==> config.mk <==
export PLATFORM = sky130hd
export DESIGN_NAME = flopenr_pipe
export DESIGN_NICKNAME = d
export VERILOG_FILES = /design/src/rtl/flopenr_pipe.sv
export SDC_FILE = /design/constraint.sdc
export NUM_CORES = 1
export LEC_CHECK = 0
export CAP_MARGIN = 10
export CORE_AREA = 2 2 89 74
export DETAILED_ROUTE_END_ITERATION = 12
export DIE_AREA = 0 0 91 76
export PLACE_DENSITY_LB_ADDON = 0.05
export SKIP_CTS_REPAIR_TIMING = 1
export SYNTH_ARGS = -nofsm -noshare
export SYNTH_HDL_FRONTEND = slang
export SYNTH_SLANG_ARGS = --single-unit
==> constraint.sdc <==
create_clock -name clk_in -period 2 [get_ports clk_in]
set_input_delay 0.3 -clock clk_in [delete_from_list [all_inputs] [get_ports clk_in]]
set_output_delay 0.3 -clock clk_in [all_outputs]
set_load 0.05 [all_outputs]
==> src/rtl/flopenr_pipe.sv <==
// Elastic valid/ready register chain with global stall and synchronous flush.
// Optional occupancy output enabled by defining FLOPENR_PIPE_COUNT_EN.
module flopenr_pipe #(
  parameter int              WIDTH     = 32,
  parameter int              STAGES    = 2,
  parameter logic [WIDTH-1:0] RESET_VAL = '0
) (
  input  logic             clk_in,
  input  logic             rst_in,
  input  logic             en,
  input  logic             flush,
  input  logic             in_valid,
  output logic             in_ready,
  input  logic [WIDTH-1:0] d,
  output logic             out_valid,
  input  logic             out_ready,
  output logic [WIDTH-1:0] q
`ifdef FLOPENR_PIPE_COUNT_EN
  ,
  output logic [$clog2(STAGES+1)-1:0] count
`endif
);

  logic [STAGES-1:0] v_q;
  logic [STAGES-1:0] v_d;
  logic [STAGES-1:0] adv;
  logic [STAGES-1:0] src_v;
  logic [WIDTH-1:0]  r_q   [STAGES];
  logic [WIDTH-1:0]  r_d   [STAGES];
  logic [WIDTH-1:0]  src_r [STAGES];

  // Each stage is fed by its upstream neighbour; stage 0 by the input port.
  generate
    for (genvar gi = 0; gi < STAGES; gi++) begin : g_src
      if (gi == 0) begin : g_head
        assign src_v[gi] = in_valid;
        assign src_r[gi] = d;
      end else begin : g_link
        assign src_v[gi] = v_q[gi-1];
        assign src_r[gi] = r_q[gi-1];
      end
    end
  endgenerate

  // A stage may advance when it is empty or its successor is advancing,
  // so bubbles are squeezed out even while the output is blocked.
  always_comb begin
    adv = '0;
    adv[STAGES-1] = en & ~flush & (~v_q[STAGES-1] | out_ready);
    for (int i = STAGES - 2; i >= 0; i--) begin
      adv[i] = en & ~flush & (~v_q[i] | adv[i+1]);
    end
  end

  always_comb begin
    v_d = v_q;
    r_d = r_q;
    for (int i = 0; i < STAGES; i++) begin
      if (flush) begin
        v_d[i] = 1'b0;
      end else if (adv[i]) begin
        v_d[i] = src_v[i];
        if (src_v[i]) begin
          r_d[i] = src_r[i];
        end
      end
    end
  end

  always_ff @(posedge clk_in or negedge rst_in) begin
    if (!rst_in) begin
      v_q <= '0;
      for (int i = 0; i < STAGES; i++) begin
        r_q[i] <= RESET_VAL;
      end
    end else begin
      v_q <= v_d;
      r_q <= r_d;
    end
  end

  assign in_ready  = adv[0];
  assign out_valid = v_q[STAGES-1];
  assign q         = r_q[STAGES-1];

`ifdef FLOPENR_PIPE_COUNT_EN
  localparam int CW = $clog2(STAGES + 1);

  // Derived purely from the valid registers, so it tracks current occupancy.
  always_comb begin
    count = '0;
    for (int i = 0; i < STAGES; i++) begin
      count = count + CW'(v_q[i]);
    end
  end
`endif

endmodule

==> impl_summary.txt <==
----------------------------------------------------
[Run status]
  Outcome ... completed

[Global route]
  Antenna violations before repair ... 0
  Global-route wire length before repair ... 8300 microns
  Number of global-route vias before repair ... 1675
  Gr ovfl total ... 0
  GRT Overall Usage ... 15.9%
  Pin count of the biggest net entering global routing ... 67

[Power]
  Switching share of power ... 36.1%
  Sequential group share of total power ... 37.9%
  Pleak ... 0.00153 uW
  Power density relative to cell area ... 1370 nW/um^2
  Switching pwr ... 1800 uW
  Max VDD drop ... 0.694 mV
  Combinational share of power ... 37.8%
  Cell Int Power ... 3180 uW
  Tot Pwr ... 4980 uW
  Relative contribution of the clock network to total power ... 24.3%

[Setup path]
  Capturing element type of the critical path ... output pin
  Peak fanout along the critical path ... 3
  Data arrival time at the worst-slack endpoint ... 1530 ps
  Kind of cell adding the most delay to the critical path ... buffers and inverters
  Largest stage delay on the critical path ... 820 ps
  Cell count of the worst reg-to-reg path ... 4
  Type of the worst setup path ... flop to output pin
  Cell-by-cell listing of the critical path ... clkdlybuf4s50_1
  Critical path data required time ... 1700 ps
  Critical Path Slowest Stage Cell ... clkdlybuf4s50_1
  Startpoint of the worst-slack reg-to-reg timing path ... v_q[1]
  Crit path buf inv count ... 1
  Endpoint of the worst-slack reg-to-reg timing path ... r_q[60]
  FF-to-FF setup slack ... 360 ps
  Critical path startpoint category ... flop

[Route]
  Router iterations before antenna repair ... 4
  Count of routing violations after the opening detailed-route iteration ... 65
  Drt drc ... 0
  Average vias per placed instance ... 4.69
  Antenna Nets Post-Route ... 0
  Average routed wire per standard cell ... 15.6 microns
  Routed via count ... 1515
  Final routed wirelength across all metal layers ... 5050 microns

[Synthesis]
  Leading cell types by total area after synthesis ... dfrtp_1, mux2_2, buf_4
  Cell count after synthesis ... 181
  Synthesized area divided by synthesized cell count ... 15.4 sq um
  Synthesis Warnings ... 0
  Sequential fraction of the synthesis area ... 59.4%
  Share of Yosys cell area claimed by the top area cell type ... 59.4%
  Synth Net Count ... 219
  Flip-flop and latch count after synthesis ... 66
  Post-synth design cell area ... 2780 sq um
  Post-synthesis cell type with the largest combined area ... dfrtp_1
  Post-synthesis cell type count ... 15

[Placed design]
  Weighted congestion reported at the end of routability-driven placement ... 0.695
  Half-perimeter wire length of the detailed placement result ... 3560 microns
  Pre-CTS worst setup slack ... -38.9 ps
  IO buf count ... 71

[Final layout]
  Share of post-route cells with drive strength above 1 ... 38.1%
  Footprint of the multi-input gates ... 812 sq um
  Reg area ... 1650 sq um
  Filler cell count in the final layout ... 515
  Area overhead of the layout relative to synthesis ... 30.7%
  Number of diodes added for antenna fixing ... 0
  Final layout net count ... 272
  Most common cell after layout, fill and taps aside ... clkdlybuf4s50_1
  Most used cells in the layout excluding fill and tap cells ... clkdlybuf4s50_1, dfrtp_1, mux2_2, clkbuf_8, buf_12

[Clock network]
  Clock Tree Root ... clkbuf_8
  H-Tree Depth ... 3
  Number of clock sinks ... 66
  Longest Clk Path Bufs ... 2
  Clk slew on worst S/H paths ... 70 ps
  CTS buffer count ... 9
  TritonCTS clock tree ... built
  Clk Latency, worst-skew pair ... 340 ps

[Timing]
  Endpoints failing setup ... 0
  Hold Violations, Final ... 0
  Period utilisation layout ... 91.6%
  Unrepaired setup endpoints after global routing ... false
  Clock Skews ... 7.81 ps
  Relative slew margins ... 65.4%
  Pin slew with the least headroom to its limit ... 517 ps
  Final Max Tran Viols ... 0
  Maximum clock frequency ... 546 MHz
  Worst Setup Slack, final ... 168 ps
  Crit path time final ... 1830 ps

[Floorplanning]
  Initial cell density of the core ... 45.4%
  Core Area ... 6120 sq um
  Num ports ... 72
  Die height ... 76 microns
  Die area ... 6920 sq um
  Floorplan row count ... 26
  Die Wd ... 91 microns

[Run]
  Max-cap violation count ... 0

[Hold path]
  Hold/Removal Path Class ... input port to async pin

----------------------------------------------------
cell type report:
cell class	count	share of cell area [%]
clock buffer	11	3.89
tap	84	2.89
multi-input combinational	75	22.4
clock inverter	5	2.14
sequential	66	45.5
inverter	2	0.207
timing repair buffer	80	23.0
worst max path at each step:
stage                         start        end  slack, ps  depth (start not counted)
after floorplan              v_q[1]   in_ready         70                          2
after global placement    out_ready      q[13]        -10                          5
after detailed placement  out_ready    r_q[40]        -40                          5
after CTS                    v_q[1]  out_valid        150                          1
after global routing         v_q[1]  out_valid        100                          1
final                        v_q[1]  out_valid        170                          1
state kept, by name, summed over array words and instances (netlist names):
signal  flops
v_q         2
r_q        32
q          32
cells in the mapped netlist:
cell type,n
a211oi_4,1
a21oi_1,2
a22oi_1,1
and2b_4,1
buf_4,32
buf_6,6
dfrtp_1,66
inv_1,2
mux2_1,2
mux2_2,62
nand2_1,2
nand2b_2,1
nor2_1,1
nor3b_4,1
o21ai_0,1
worst min-delay path, delay by kind of cell:
family,cells,cell delay [ps]
buffers and inverters,3,940
power groups by stage:
stage                     sequential [uW]  combinational [uW]  clock (uW)
after floorplan                      1850                1600           0
after global placement               1880                1860           0
after detailed placement             1910                1900           0
after CTS                            1890                1910        1250
after global routing                 1930                1950        1310
final                                1890                1890        1210
cell families (layout without fill, tap and decap cells):
group,after synthesis,in the layout,share of synthesized area [%]
flops,66,66,59.4
mux,64,64,25.9
buf+inv,40,98,11.3
simple gates,6,6,1.76
compound gates,5,5,1.53
per-layer routing:
metal,vias up,global-route usage (%),share of wire (%)
li1,693,-,-
met1,767,16.1,38
met2,45,27.9,54
met3,10,7.22,5.6
met4,0,6.97,2.0
met5,-,0,0
metrics by stage:
step | util (%) | std cells | setup TNS, ps | area (sq um) | hold WS, ps
2_1_floorplan | - | 181 | 0 | 2780 | 4.41
3_3_place_gp | 55.6 | 306 | -113 | 3400 | 334
3_5_place_dp | 55.6 | 306 | -712 | 3400 | 352
4_1_cts | 59.2 | 322 | 0 | 3620 | -21.6
5_1_grt | 59.4 | 323 | 0 | 3630 | 512
6_report | 59.4 | 323 | 0 | 3630 | 499
No activity file was read; power rests on OpenSTA's default activity.
